--- src/rtl/sram_test_seq_pkg.sv ---
// rtl/sram_test_seq_pkg.sv - shared encodings for the sram_ctrl write/readback sequencer
package sram_test_seq_pkg;

  typedef enum logic [2:0] {
    S_IDLE, S_CFG, S_ARM, S_WAIT, S_CHK, S_NEXT, S_DONE
  } seq_state_e;

  // sram_ctrl one-hot state codes as seen on status[7:0]
  localparam logic [7:0] ST_CONFIG = 8'h01;
  localparam logic [7:0] ST_IDLE   = 8'h02;
  localparam logic [7:0] ST_READ   = 8'h04;
  localparam logic [7:0] ST_WRITE  = 8'h08;

  // sram_ctrl command codes carried in enable[2:1]
  localparam logic [1:0] CMD_WR  = 2'b00;
  localparam logic [1:0] CMD_RD  = 2'b01;
  localparam logic [1:0] CMD_UPD = 2'b10;

  // op_cfg bit positions
  localparam int OPC_CYC      = 0;
  localparam int OPC_DEC      = 1;
  localparam int OPC_DIRECT   = 2;
  localparam int OPC_JUMP_LSB = 22;
  localparam int OPC_JUMP_MSB = 31;

  localparam logic [7:0] LFSR_SEED = 8'hA5;

  // x^8+x^6+x^5+x^4+1, shifting left with feedback into bit 0
  function automatic logic [7:0] lfsr_next(input logic [7:0] q);
    return {q[6:0], q[7] ^ q[5] ^ q[4] ^ q[3]};
  endfunction

endpackage

--- src/rtl/sram_test_seq_if.sv ---
// rtl/sram_test_seq_if.sv - register-level link between the sequencer and sram_ctrl
interface sram_test_seq_if;
  logic [31:0] enable;
  logic [31:0] send;
  logic [31:0] sta_addr;
  logic [31:0] area_cfg;
  logic [31:0] op_cfg;
  logic [31:0] outp_data;
  logic [31:0] status;

  modport master (output enable, send, sta_addr, area_cfg, op_cfg,
                  input  outp_data, status);
  modport slave  (input  enable, send, sta_addr, area_cfg, op_cfg,
                  output outp_data, status);
endinterface

--- src/rtl/sram_pat_gen.sv ---
// rtl/sram_pat_gen.sv - per-address test pattern generator with reseedable LFSR
module sram_pat_gen
  import sram_test_seq_pkg::*;
#(
  parameter int DATA_W = 8,
  parameter int ADDR_W = 10
) (
  input  logic              clk,
  input  logic              reset,
  input  logic [1:0]        pat_sel,
  input  logic [ADDR_W-1:0] addr,
  input  logic              lfsr_step,
  input  logic              lfsr_init,
  output logic [DATA_W-1:0] pattern
);

  logic [7:0] lfsr_q, lfsr_d;
  logic [7:0] addr8;
  logic [7:0] pat8;

  assign addr8 = 8'(addr);

  // reseed at each phase start so write and read phases see the same sequence
  always_comb begin
    lfsr_d = lfsr_q;
    if (lfsr_init)      lfsr_d = LFSR_SEED;
    else if (lfsr_step) lfsr_d = lfsr_next(lfsr_q);
  end

  // LFSR state register
  always_ff @(posedge clk) begin
    if (reset) lfsr_q <= LFSR_SEED;
    else       lfsr_q <= lfsr_d;
  end

  // pattern select
  always_comb begin
    pat8 = addr8;
    case (pat_sel)
      2'd0: pat8 = addr8;
      2'd1: pat8 = addr8[0] ? 8'hAA : 8'h55;
      2'd2: pat8 = ~addr8;
      2'd3: pat8 = lfsr_q;
      default: pat8 = addr8;
    endcase
  end

  assign pattern = DATA_W'(pat8);

endmodule

--- src/rtl/sram_test_seq.sv ---
// rtl/sram_test_seq.sv - write-then-readback sequencer for sram_ctrl; SEQ_ERRLOG_EN adds first-mismatch log
module sram_test_seq
  import sram_test_seq_pkg::*;
#(
  parameter int DATA_W  = 8,
  parameter int ADDR_W  = 10,
  parameter int CFG_CYC = 2,
  parameter int TMO_CYC = 64
) (
  input  logic              clk,
  input  logic              reset,
  input  logic              start,
  input  logic [ADDR_W-1:0] base_addr,
  input  logic [ADDR_W:0]   length,
  input  logic [1:0]        pat_sel,
  output logic              busy,
  output logic              done,
  output logic              pass,
  output logic              timeout,
  output logic [15:0]       err_cnt,
`ifdef SEQ_ERRLOG_EN
  output logic [ADDR_W-1:0] fail_addr,
  output logic [DATA_W-1:0] fail_exp,
  output logic [DATA_W-1:0] fail_act,
`endif
  sram_test_seq_if.master   bus
);

  localparam int CNT_W = $clog2(TMO_CYC + CFG_CYC + 1) + 1;

  seq_state_e        state_q, state_d;
  logic              phase_rd_q, phase_rd_d;
  logic [ADDR_W:0]   idx_q, idx_d, idx_inc;
  logic [ADDR_W-1:0] base_q, base_d;
  logic [ADDR_W:0]   len_q, len_d;
  logic [1:0]        pat_q, pat_d;
  logic [CNT_W-1:0]  cnt_q, cnt_d;
  logic              seen_q, seen_d;
  logic [15:0]       err_q, err_d;
  logic              tmo_q, tmo_d;
  logic              fin_q, fin_d;
`ifdef SEQ_ERRLOG_EN
  logic [ADDR_W-1:0] faddr_q, faddr_d;
  logic [DATA_W-1:0] fexp_q, fexp_d, fact_q, fact_d;
`endif

  logic [ADDR_W-1:0] cur_addr;
  logic [DATA_W-1:0] pattern;
  logic [DATA_W-1:0] rd_data;
  logic [7:0]        status8, op_state;
  logic              lfsr_init, lfsr_step, op_active;
  logic [1:0]        cmd;
  logic              unused_in;

  assign cur_addr  = base_q + idx_q[ADDR_W-1:0];
  assign idx_inc   = idx_q + 1'b1;
  assign status8   = bus.status[7:0];
  assign rd_data   = bus.outp_data[DATA_W-1:0];
  assign op_state  = phase_rd_q ? ST_READ : ST_WRITE;
  assign cmd       = phase_rd_q ? CMD_RD : CMD_WR;
  assign op_active = (state_q == S_ARM) || (state_q == S_WAIT);
  assign unused_in = ^{bus.outp_data[31:DATA_W], bus.status[31:8]};

  sram_pat_gen #(.DATA_W(DATA_W), .ADDR_W(ADDR_W)) u_pat (
    .clk       (clk),
    .reset     (reset),
    .pat_sel   (pat_q),
    .addr      (cur_addr),
    .lfsr_step (lfsr_step),
    .lfsr_init (lfsr_init),
    .pattern   (pattern)
  );

  // next-state and datapath updates; cnt counts cycles spent in the current state
  always_comb begin
    state_d    = state_q;
    phase_rd_d = phase_rd_q;
    idx_d      = idx_q;
    base_d     = base_q;
    len_d      = len_q;
    pat_d      = pat_q;
    seen_d     = seen_q;
    err_d      = err_q;
    tmo_d      = tmo_q;
    fin_d      = fin_q;
    lfsr_init  = 1'b0;
    lfsr_step  = 1'b0;
`ifdef SEQ_ERRLOG_EN
    faddr_d = faddr_q;
    fexp_d  = fexp_q;
    fact_d  = fact_q;
`endif
    case (state_q)
      S_IDLE: if (start) begin
        base_d     = base_addr;
        len_d      = length;
        pat_d      = pat_sel;
        err_d      = '0;
        tmo_d      = 1'b0;
        fin_d      = 1'b0;
        phase_rd_d = 1'b0;
        idx_d      = '0;
        lfsr_init  = 1'b1;
`ifdef SEQ_ERRLOG_EN
        faddr_d = '0;
        fexp_d  = '0;
        fact_d  = '0;
`endif
        state_d = (length == '0) ? S_DONE : S_CFG;
      end
      S_CFG: if (cnt_q == CNT_W'(CFG_CYC - 1)) state_d = S_ARM;
      S_ARM: begin
        seen_d  = 1'b0;
        state_d = S_WAIT;
      end
      S_WAIT: begin
        // an IDLE before the op state is sram_ctrl leaving CONFIG, not completion
        if (status8 == op_state) seen_d = 1'b1;
        if (seen_q && status8 == ST_IDLE) begin
          state_d = phase_rd_q ? S_CHK : S_NEXT;
        end else if (cnt_q == CNT_W'(TMO_CYC - 1)) begin
          tmo_d   = 1'b1;
          state_d = S_DONE;
        end
      end
      S_CHK: begin
        if (rd_data != pattern) begin
          if (err_q != 16'hFFFF) err_d = err_q + 16'd1;
`ifdef SEQ_ERRLOG_EN
          if (err_q == 16'd0) begin
            faddr_d = cur_addr;
            fexp_d  = pattern;
            fact_d  = rd_data;
          end
`endif
        end
        state_d = S_NEXT;
      end
      S_NEXT: begin
        lfsr_step = 1'b1;
        if (idx_inc == len_q) begin
          if (!phase_rd_q) begin
            phase_rd_d = 1'b1;
            idx_d      = '0;
            lfsr_init  = 1'b1;
            state_d    = S_CFG;
          end else begin
            state_d = S_DONE;
          end
        end else begin
          idx_d   = idx_inc;
          state_d = S_CFG;
        end
      end
      S_DONE: begin
        fin_d   = 1'b1;
        state_d = S_IDLE;
      end
      default: state_d = S_IDLE;
    endcase
    cnt_d = (state_d != state_q) ? '0 : cnt_q + 1'b1;
  end

  // state and datapath registers; reset aborts any run on the same edge
  always_ff @(posedge clk) begin
    if (reset) begin
      state_q    <= S_IDLE;
      phase_rd_q <= 1'b0;
      idx_q      <= '0;
      base_q     <= '0;
      len_q      <= '0;
      pat_q      <= '0;
      cnt_q      <= '0;
      seen_q     <= 1'b0;
      err_q      <= '0;
      tmo_q      <= 1'b0;
      fin_q      <= 1'b0;
`ifdef SEQ_ERRLOG_EN
      faddr_q <= '0;
      fexp_q  <= '0;
      fact_q  <= '0;
`endif
    end else begin
      state_q    <= state_d;
      phase_rd_q <= phase_rd_d;
      idx_q      <= idx_d;
      base_q     <= base_d;
      len_q      <= len_d;
      pat_q      <= pat_d;
      cnt_q      <= cnt_d;
      seen_q     <= seen_d;
      err_q      <= err_d;
      tmo_q      <= tmo_d;
      fin_q      <= fin_d;
`ifdef SEQ_ERRLOG_EN
      faddr_q <= faddr_d;
      fexp_q  <= fexp_d;
      fact_q  <= fact_d;
`endif
    end
  end

  assign busy    = (state_q != S_IDLE);
  assign done    = (state_q == S_DONE);
  assign pass    = (done || fin_q) && (err_q == 16'd0) && !tmo_q;
  assign timeout = tmo_q;
  assign err_cnt = err_q;
`ifdef SEQ_ERRLOG_EN
  assign fail_addr = faddr_q;
  assign fail_exp  = fexp_q;
  assign fail_act  = fact_q;
`endif

  // enable[0]=0 outside ARM/WAIT holds sram_ctrl in CONFIG so it reloads cfg
  assign bus.enable   = op_active ? {29'd0, cmd, 1'b1} : 32'd0;
  assign bus.send     = !op_active ? 32'd0 :
                        (phase_rd_q ? 32'(cur_addr) : 32'(pattern));
  assign bus.sta_addr = busy ? 32'(cur_addr) : 32'd0;
  assign bus.area_cfg = 32'd0;
  assign bus.op_cfg   = (busy && phase_rd_q) ? (32'd1 << OPC_DIRECT) : 32'd0;

endmodule
--- src/flat_wrapper.sv ---
// flat-port wrapper written by rule: the top's interface ports become plain ports
module sram_test_seq_flat import sram_test_seq_pkg::*;
#(
  parameter int DATA_W  = 8,
  parameter int ADDR_W  = 10,
  parameter int CFG_CYC = 2,
  parameter int TMO_CYC = 64
)
  (clk, reset, start, base_addr, length, pat_sel, busy, done, pass, timeout, err_cnt, bus_enable, bus_send, bus_sta_addr, bus_area_cfg, bus_op_cfg, bus_outp_data, bus_status);
  sram_test_seq_if bus_i ();
  input  logic clk;
  input  logic reset;
  input  logic start;
  input  logic [ADDR_W-1:0] base_addr;
  input  logic [ADDR_W:0] length;
  input  logic [1:0] pat_sel;
  output logic busy;
  output logic done;
  output logic pass;
  output logic timeout;
  output logic [15:0] err_cnt;
  output wire logic [$bits(bus_i.enable)-1:0] bus_enable;
  output wire logic [$bits(bus_i.send)-1:0] bus_send;
  output wire logic [$bits(bus_i.sta_addr)-1:0] bus_sta_addr;
  output wire logic [$bits(bus_i.area_cfg)-1:0] bus_area_cfg;
  output wire logic [$bits(bus_i.op_cfg)-1:0] bus_op_cfg;
  input wire logic [$bits(bus_i.outp_data)-1:0] bus_outp_data;
  input wire logic [$bits(bus_i.status)-1:0] bus_status;
  assign bus_enable = bus_i.enable;
  assign bus_send = bus_i.send;
  assign bus_sta_addr = bus_i.sta_addr;
  assign bus_area_cfg = bus_i.area_cfg;
  assign bus_op_cfg = bus_i.op_cfg;
  assign bus_i.outp_data = bus_outp_data;
  assign bus_i.status = bus_status;
  sram_test_seq #(.DATA_W(DATA_W), .ADDR_W(ADDR_W), .CFG_CYC(CFG_CYC), .TMO_CYC(TMO_CYC)) u_core (.clk(clk), .reset(reset), .start(start), .base_addr(base_addr), .length(length), .pat_sel(pat_sel), .busy(busy), .done(done), .pass(pass), .timeout(timeout), .err_cnt(err_cnt), .bus(bus_i));
endmodule
--- config.mk ---
export PLATFORM = sky130hd
export DESIGN_NAME = sram_test_seq_flat
export DESIGN_NICKNAME = d
export VERILOG_FILES = /design/src/rtl/sram_test_seq_pkg.sv /design/src/rtl/sram_test_seq_if.sv /design/src/rtl/sram_pat_gen.sv /design/src/rtl/sram_test_seq.sv /design/src/flat_wrapper.sv
export SDC_FILE = /design/constraint.sdc
export NUM_CORES = 1
export LEC_CHECK = 0
export ABC_AREA = 1
export BUFFER_PORTS_ARGS = -buffer_cell sky130_fd_sc_hd__buf_2
export CORE_ASPECT_RATIO = 1.75
export CORE_UTILIZATION = 35
export CTS_CLUSTER_SIZE = 12
export DETAILED_ROUTE_END_ITERATION = 10
export PLACE_DENSITY_LB_ADDON = 0.2
export SKIP_LAST_GASP = 1
export SYNTH_ARGS = -nofsm -noshare
export SYNTH_HDL_FRONTEND = slang
export SYNTH_SLANG_ARGS = --single-unit
--- constraint.sdc ---
create_clock -name clk -period 3 [get_ports clk]
set_input_delay 0.15 -clock clk [delete_from_list [all_inputs] [get_ports clk]]
set_output_delay 0.15 -clock clk [all_outputs]
set_load 0.1 [all_outputs]
==> impl_summary.log, run 1 <==
INFO  metric most_frequent_cell_after_synthesis = nand2_1
INFO  metric switching_power = 3.16 mW
INFO  metric finalHoldViolations = 0
INFO  metric dr.pass1.iters = 4
INFO  metric detail_route.drc_violations = 0
INFO  metric synth_area = 5930 um^2
INFO  metric maximum_level_of_the_cts_h_tree = 3
INFO  metric power.share.switching = 0.566
INFO  metric slowest_delay = 0.44 ns
INFO  metric buffer_cell_driving_the_clock_tree_root = clkbuf_16
INFO  metric hpwlAfterDp = 12200 um
INFO  metric synth.ff_latch_count = 73
INFO  metric grt_use_met2 = 0.334
INFO  metric grt_pass1_vias = 4932
INFO  metric irDropWorstVdd = 0.713 mV
INFO  metric fillers = 1862
INFO  metric post-cts-setup-buffers = 0
INFO  metric power.share.sequential = 0.229
INFO  metric clockBufferDepth = 2
INFO  metric timing.final.crit_share = 0.926
INFO  metric crit_family = adder cells
INFO  metric power = 5.58 mW
INFO  metric ioPinCount = 270
INFO  metric timing.critical_path.required = 2.85 ns
INFO  metric criticalPathCategory = reg -> out
INFO  metric synth.top_cell.area_share = 0.246
INFO  metric pwr-share-clk = 0.208
INFO  metric report.final.slew_viol_count = 0
INFO  metric proportion_of_synthesized_chip_area_in_sequential_cells = 0.246
INFO  metric crit_arrival = 2.63 ns
INFO  metric detail_route.wirelength = 15200 um
INFO  metric cp_slowest_cell = buf_2
INFO  metric post_layout_nonfiller_instances = 1232
INFO  metric fraction_of_final_layout_cells_sized_beyond_drive_strength_1 = 0.150
INFO  metric route.vias.total = 5563
INFO  metric sink_count_of_the_clock_tree = 73
INFO  metric number_of_antenna_violations_at_the_first_check_in_global_routing = 0
INFO  metric use_met1 = 0.175
INFO  metric finClkSkew = 0.00828 ns
INFO  metric worstPathBufferInverterCount = 1
INFO  metric flow.area_growth_from_synthesis = 8.80%
INFO  metric clock_pin_slew_worst_setup_and_hold_paths = 0.06 ns
INFO  metric rsz0062_at_grt = false
INFO  metric crit_path_cell_trace = ha_1 > fa_1 > nand3_1 > nand2_1 > nand2_1 > nand2_1 > a21oi_1 > o21ai_0 > xnor2_1 > nor2_1 > buf_2
INFO  metric netlist.top_cell.by_area = dfxtp_1
INFO  metric cts-buffers-inserted = 9
INFO  metric timing.fmax = 0.360 GHz
INFO  metric synth-edff-count = 0
INFO  metric max-cap-violations = 0
INFO  metric numPortBuffers = 84
INFO  metric syn_avg_cell_area = 6.43 um^2
INFO  metric grt.busiest_layer = met2
INFO  metric yosys.cell_types.count = 42
INFO  metric ant_nets = 0
INFO  metric synth_warnings = 0
INFO  metric worstSkewPairLatency = 0.34 ns
INFO  metric routedWlPerCell = 12.3 um
INFO  metric ys_top_cells_by_count = nand2_1 (191), buf_4 (142), nor2_1 (107)
INFO  metric type_of_element_capturing_the_critical_path = output pin
INFO  metric global_route_wire_length_before_repair = 23500 um
INFO  metric power.combinational.fraction = 0.564
INFO  metric die_area = 17500 um^2
INFO  metric critical_path_peak_fanout = 6
INFO  metric synth-main-ff-cell = dfxtp_1
INFO  metric global_route.overflow_total = 0
INFO  metric cts_tree = yes
INFO  metric timing.critical_path.mode_cell = nand2_1
INFO  metric initialDrtViolationCount = 198
INFO  metric cellPowerDensity = 864 nW/um^2
INFO  metric hold_class = in -> reg
INFO  metric grt_max_degree = 51
INFO  metric synth_top_cells_by_area = dfxtp_1 (25%), buf_4 (18%), nand2_1 (12%)
INFO  metric n_antenna_cell = 0
INFO  metric start_util = 0.359
INFO  metric tightestPinTransition = 0.598 ns
INFO  metric dpl.cell_count = 1216
INFO  metric die_w = 100 um
INFO  metric nets = 1108
INFO  metric setup_failing_eps_final = 0
INFO  metric result_of_the_run = complete, no violations
INFO  metric grtUsageTotal = 0.174
INFO  metric use_met3 = 0.0249
INFO  metric power.static_leakage = 3.16 nW
INFO  metric slew_hr = 0.600
INFO  metric crit_path_start_kind = flip-flop
INFO  metric gp_congestion = 0.950
INFO  metric synthesis.instances = 923
INFO  metric post-route-min-period = 2.78 ns
INFO  metric post_drt_via_cell_ratio = 4.52
INFO  metric intPower = 2.42 mW
INFO  metric synth_async_sr_flop_share = 0
INFO  metric fp.dieH = 174 um
INFO  metric floorplan.rows = 62
INFO  metric floorplan.core_area = 16500 um^2
==> cell usage in the layout (no fill, tap or decap), types with 10 or more instances in the layout <==
cell      instances
nand4_1          11
ha_1             14
buf_2            83
nand3_1          70
xor2_1           10
buf_4            10
inv_1            88
o21ai_0          37
dfxtp_1          71
conb_1          137
nand2_1         190
nor3_1           15
nand3b_1         10
a21oi_1          59
nor2_2           13
nor2_1          107
==> stage by stage <==
step | hold WS, ns | cell area, um^2 | utilization | TNS (ns) | setup WS [ns]
floorplan | 0.285 | 6480 | - | -0.713 | -0.0768
global placement | 0.376 | 6120 | 0.371 | 0 | 0.232
detailed placement | 0.380 | 6120 | 0.371 | 0 | 0.195
CTS | 0.0291 | 6440 | 0.390 | 0 | 0.159
global route | 0.0500 | 6450 | 0.391 | 0 | 0.0150
finish | 0.0316 | 6450 | 0.391 | 0 | 0.223
==> sequential cells by signal, summed over array words and instances, names as in the netlist <==
register	cells
u_core.fin_q	1
u_core.seen_q	1
u_core.phase_rd_q	1
u_core.base_q	10
u_core.idx_q	11
u_core.u_pat.lfsr_q	8
u_core.cnt_q	8
u_core.pat_q	2
u_core.len_q	11
u_core.timeout	1
u_core.err_cnt	16
u_core.state_q	3
==> final timing paths <==
kind | end | slack, ns | start | depth (start not counted)
hold / removal | u_core.base_q[5] | 0.03 | base_addr[5] | 3
setup / recovery | bus_send[8] | 0.22 | u_core.idx_q[0] | 11
setup reg to reg | u_core.err_cnt[15] | 0.28 | u_core.idx_q[0] | 19
hold reg to reg | u_core.seen_q | 0.47 | u_core.seen_q | 2
==> tightest hold or removal path: stages <==
cell    delay, ns
buf_2        0.08
nor2_1       0.03
nor2_1       0.08
==> cell families (layout without fill, tap and decap cells) <==
| group | Yosys count | count (layout) | synth area share |
|---|---|---|---|
| compound gates | 121 | 121 | 0.112 |
| other cells | 1 | 137 | 0.000632 |
| xor+xnor | 16 | 16 | 0.0249 |
| fa+ha+maj | 15 | 15 | 0.0329 |
| simple gates | 444 | 444 | 0.333 |
| flops | 73 | 73 | 0.246 |
| buf+inv | 253 | 202 | 0.250 |
==> per-layer routing <==
layer  wire length (um)  part of all wire  up-vias
met5                  0                 0        -
met4                616             0.041        0
met3                760             0.050       30
met2               8260              0.54      197
met1               5520              0.36     2475
li1                   -                 -     2861
==> timing repair <==
item | in CTS | in global routing
setup endpoints to repair | 0 | 17
resized for setup | 0 | 4
hold buffers | 0 | 0
==> final cells by class <==
class                   count  area [um^2]  share of cell area
clock buffers              11          243              0.0376
clock inverters             5         78.8              0.0122
inverters                  91          342              0.0529
multi-input cells         733         3540               0.548
flip-flops and latches     73         1460               0.227
well taps                 224          280              0.0434
repair buffers             95          509              0.0789
==> power groups by stage <==
stage	clock, mW	sequential, mW	combinational [mW]
global route	1.23	1.30	3.36
detailed placement	0	1.30	3.15
finish	1.16	1.28	3.14
global placement	0	1.30	3.14
floorplan	0	1.60	2.52
CTS	1.19	1.28	3.16
Note: power is estimated with default switching activity, not from simulation.
==> run 2: changes to the inputs <==
BUFFER_PORTS_ARGS = -buffer_cell sky130_fd_sc_hd__buf_4   (was -buffer_cell sky130_fd_sc_hd__buf_2)
==> impl_summary.log, run 2 (synthesis gave the netlist of run 1 again) <==
INFO  metric cts-buffers-inserted = 9 (unchanged)
INFO  metric ant_nets = 0 (unchanged)
INFO  metric grt_max_degree = 48 (-5.9%)
INFO  metric grt.busiest_layer = met2
INFO  metric clockBufferDepth = 2 (unchanged)
INFO  metric fp.dieH = 174 um (unchanged)
INFO  metric setup_tns = 0 ns (unchanged)
INFO  metric flow.area_growth_from_synthesis = 12.3%
INFO  metric power.share.switching = 0.557 (-0.00876)
INFO  metric intPower = 2.50 mW (+3.2%)
INFO  metric timing.final.crit_share = 0.902 (-0.0241)
INFO  metric result_of_the_run = complete, no violations
INFO  metric maximum_level_of_the_cts_h_tree = 3 (unchanged)
INFO  metric power = 5.64 mW (+1.2%)
INFO  metric crit_path_start_kind = flip-flop
INFO  metric slew_hr = 0.570 (-0.0295)
INFO  metric gp_congestion = 0.864 (-9.0%)
INFO  metric grt_use_met2 = 0.333 (-0.000856)
INFO  metric critical_path_peak_fanout = 16 (+10)
INFO  metric finalHoldViolations = 0 (unchanged)
INFO  metric switching_power = 3.14 mW (-0.36%)
INFO  metric die_area = 17500 um^2 (unchanged)
INFO  metric grt_pass1_vias = 4992 (+1.2%)
INFO  metric layout.cells.most_common_list = nand2_1 (191), conb_1 (137), nor2_1 (107)
INFO  metric start_util = 0.359 (unchanged)
INFO  metric setup_failing_eps_final = 0 (unchanged)
INFO  metric placed_cell_area = 6340 um^2 (+3.6%)
INFO  metric n_antenna_cell = 0 (unchanged)
INFO  metric nets = 1109 (+0.090%)
INFO  metric use_met1 = 0.181 (+0.00626)
INFO  metric cts_tree = yes
INFO  metric post_drt_via_cell_ratio = 4.51 (about the same)
INFO  metric crit_arrival = 2.93 ns (+0.30 ns)
INFO  metric dr.pass1.iters = 4 (unchanged)
INFO  metric ioPinCount = 270 (unchanged)
INFO  metric timing.critical_path.required = 3.23 ns (+0.38 ns)
INFO  metric detail_route.drc_violations = 0 (unchanged)
INFO  metric number_of_antenna_violations_at_the_first_check_in_global_routing = 0 (unchanged)
INFO  metric max_reg_flops = 16 (unchanged)
INFO  metric type_of_element_capturing_the_critical_path = flip-flop
INFO  metric rsz0062_at_grt = false
INFO  metric detail_route.wirelength = 15000 um (-0.75%)
INFO  metric irDropWorstVdd = 0.573 mV (-20%)
INFO  metric timing.fmax = 0.370 GHz (+2.7%)
INFO  metric fraction_of_final_layout_cells_sized_beyond_drive_strength_1 = 0.149 (-0.00114)
INFO  metric report.final.slew_viol_count = 0 (unchanged)
INFO  metric power.combinational.fraction = 0.570 (+0.006)
INFO  metric max-cap-violations = 0 (unchanged)
INFO  metric tightestPinTransition = 0.644 ns (+0.0453 ns)
INFO  metric floorplan.rows = 62 (unchanged)
INFO  metric final_common_cell = nand2_1
INFO  metric post-route-min-period = 2.70 ns (-0.0723 ns)
INFO  metric design_area = 6660 um^2 (+3.2%)
INFO  metric sink_count_of_the_clock_tree = 73 (unchanged)
INFO  metric cts_hold_repair.buffers = 0 (unchanged)
INFO  metric hold_class = in -> reg
INFO  metric die_w = 100 um (unchanged)
INFO  metric pwr-share-clk = 0.204 (-0.004)
INFO  metric cellPowerDensity = 847 nW/um^2 (-2.0%)
INFO  metric use_met3 = 0.0253 (+0.000402)
INFO  metric numPortBuffers = 84 (unchanged)
INFO  metric clock_pin_slew_worst_setup_and_hold_paths = 0.06 ns (about the same)
INFO  metric routedWlPerCell = 12.2 um (-0.83%)
INFO  metric hpwlAfterDp = 12200 um (about the same)
INFO  metric initialDrtViolationCount = 244 (+23%)
INFO  metric power.static_leakage = 3.20 nW (+1.3%)
INFO  metric post-cts-setup-buffers = 0 (unchanged)
INFO  metric global_route.overflow_total = 0 (unchanged)
INFO  metric global_route_wire_length_before_repair = 23800 um (+1.5%)
INFO  metric criticalPathCategory = reg -> reg
INFO  metric route.vias.total = 5562 (-0.018%)
INFO  metric floorplan.core_area = 16500 um^2 (unchanged)
INFO  metric worstSkewPairLatency = 0.33 ns (about the same)
INFO  metric power.share.sequential = 0.226 (-0.003)
INFO  metric postCtsResizedCells = 0 (unchanged)
INFO  metric finClkSkew = 0.00948 ns (+0.00120 ns)
INFO  metric grtUsageTotal = 0.175 (+0.00118)
INFO  metric buffer_cell_driving_the_clock_tree_root = clkbuf_16
## run 2: through the flow
stage | hold slack (ns) | std cells | setup slack (ns) | utilization
after floorplan | 0.285 | 1059 | -0.0768 | -
after global placement | 0.373 | 1217 | 0.279 | 0.384
after detailed placement | 0.378 | 1217 | 0.271 | 0.384
after CTS | 0.0263 | 1233 | 0.269 | 0.403
after global routing | 0.0382 | 1233 | 0.0242 | 0.403
final | 0.0343 | 1233 | 0.295 | 0.403
## run 2: layout make-up
cell class	count	area [um^2]
Clock buffer	11	243
Multi-Input combinational cell	733	3530
Inverter	91	342
Timing Repair Buffer	96	721
Sequential cell	73	1460
Clock inverter	5	78.8
Fill cell	1806	9860
Tap cell	224	280
## run 2: final timing paths
check             cells after the start       startpoint  slack [ns]                 to
setup / recovery                     19  u_core.idx_q[0]        0.30  u_core.err_cnt[5]
hold / removal                        3     base_addr[5]        0.03   u_core.base_q[5]
setup reg to reg                     19  u_core.idx_q[0]        0.30  u_core.err_cnt[5]
hold reg to reg                       2  u_core.len_q[1]        0.47    u_core.len_q[1]
## run 2: layer usage
layer	vias up	routed length, um
met5	-	0
met4	0	429
met3	25	598
met2	196	8270
met1	2486	5750
li1	2855	-
## run 2: worst max-delay path: stages (launching register included)
cell and delay (ns):
dfxtp_1 0.37, ha_1 0.25, fa_1 0.42, nand3_1 0.11, nand2_1 0.08, nand2_1 0.09, nand3b_1 0.07, nand2_1 0.15
nand2_1 0.07, nand2_1 0.08, nand2_1 0.08, nand2_1 0.06, nand2_1 0.04, nor2_1 0.10, nand2_1 0.11, nand2_1 0.09
buf_4 0.21, nand3_1 0.09, nand2_1 0.08, nor2_1 0.05
## run 2: power by group through the flow
| stage | Sequential [mW] | Combinational, mW | Clock (mW) |
|---|---|---|---|
| finish | 1.28 | 3.21 | 1.15 |
| global route | 1.30 | 3.44 | 1.24 |
| CTS | 1.28 | 3.23 | 1.19 |
| detailed placement | 1.30 | 3.23 | 0 |
| global placement | 1.30 | 3.22 | 0 |
| floorplan | 1.60 | 2.52 | 0 |
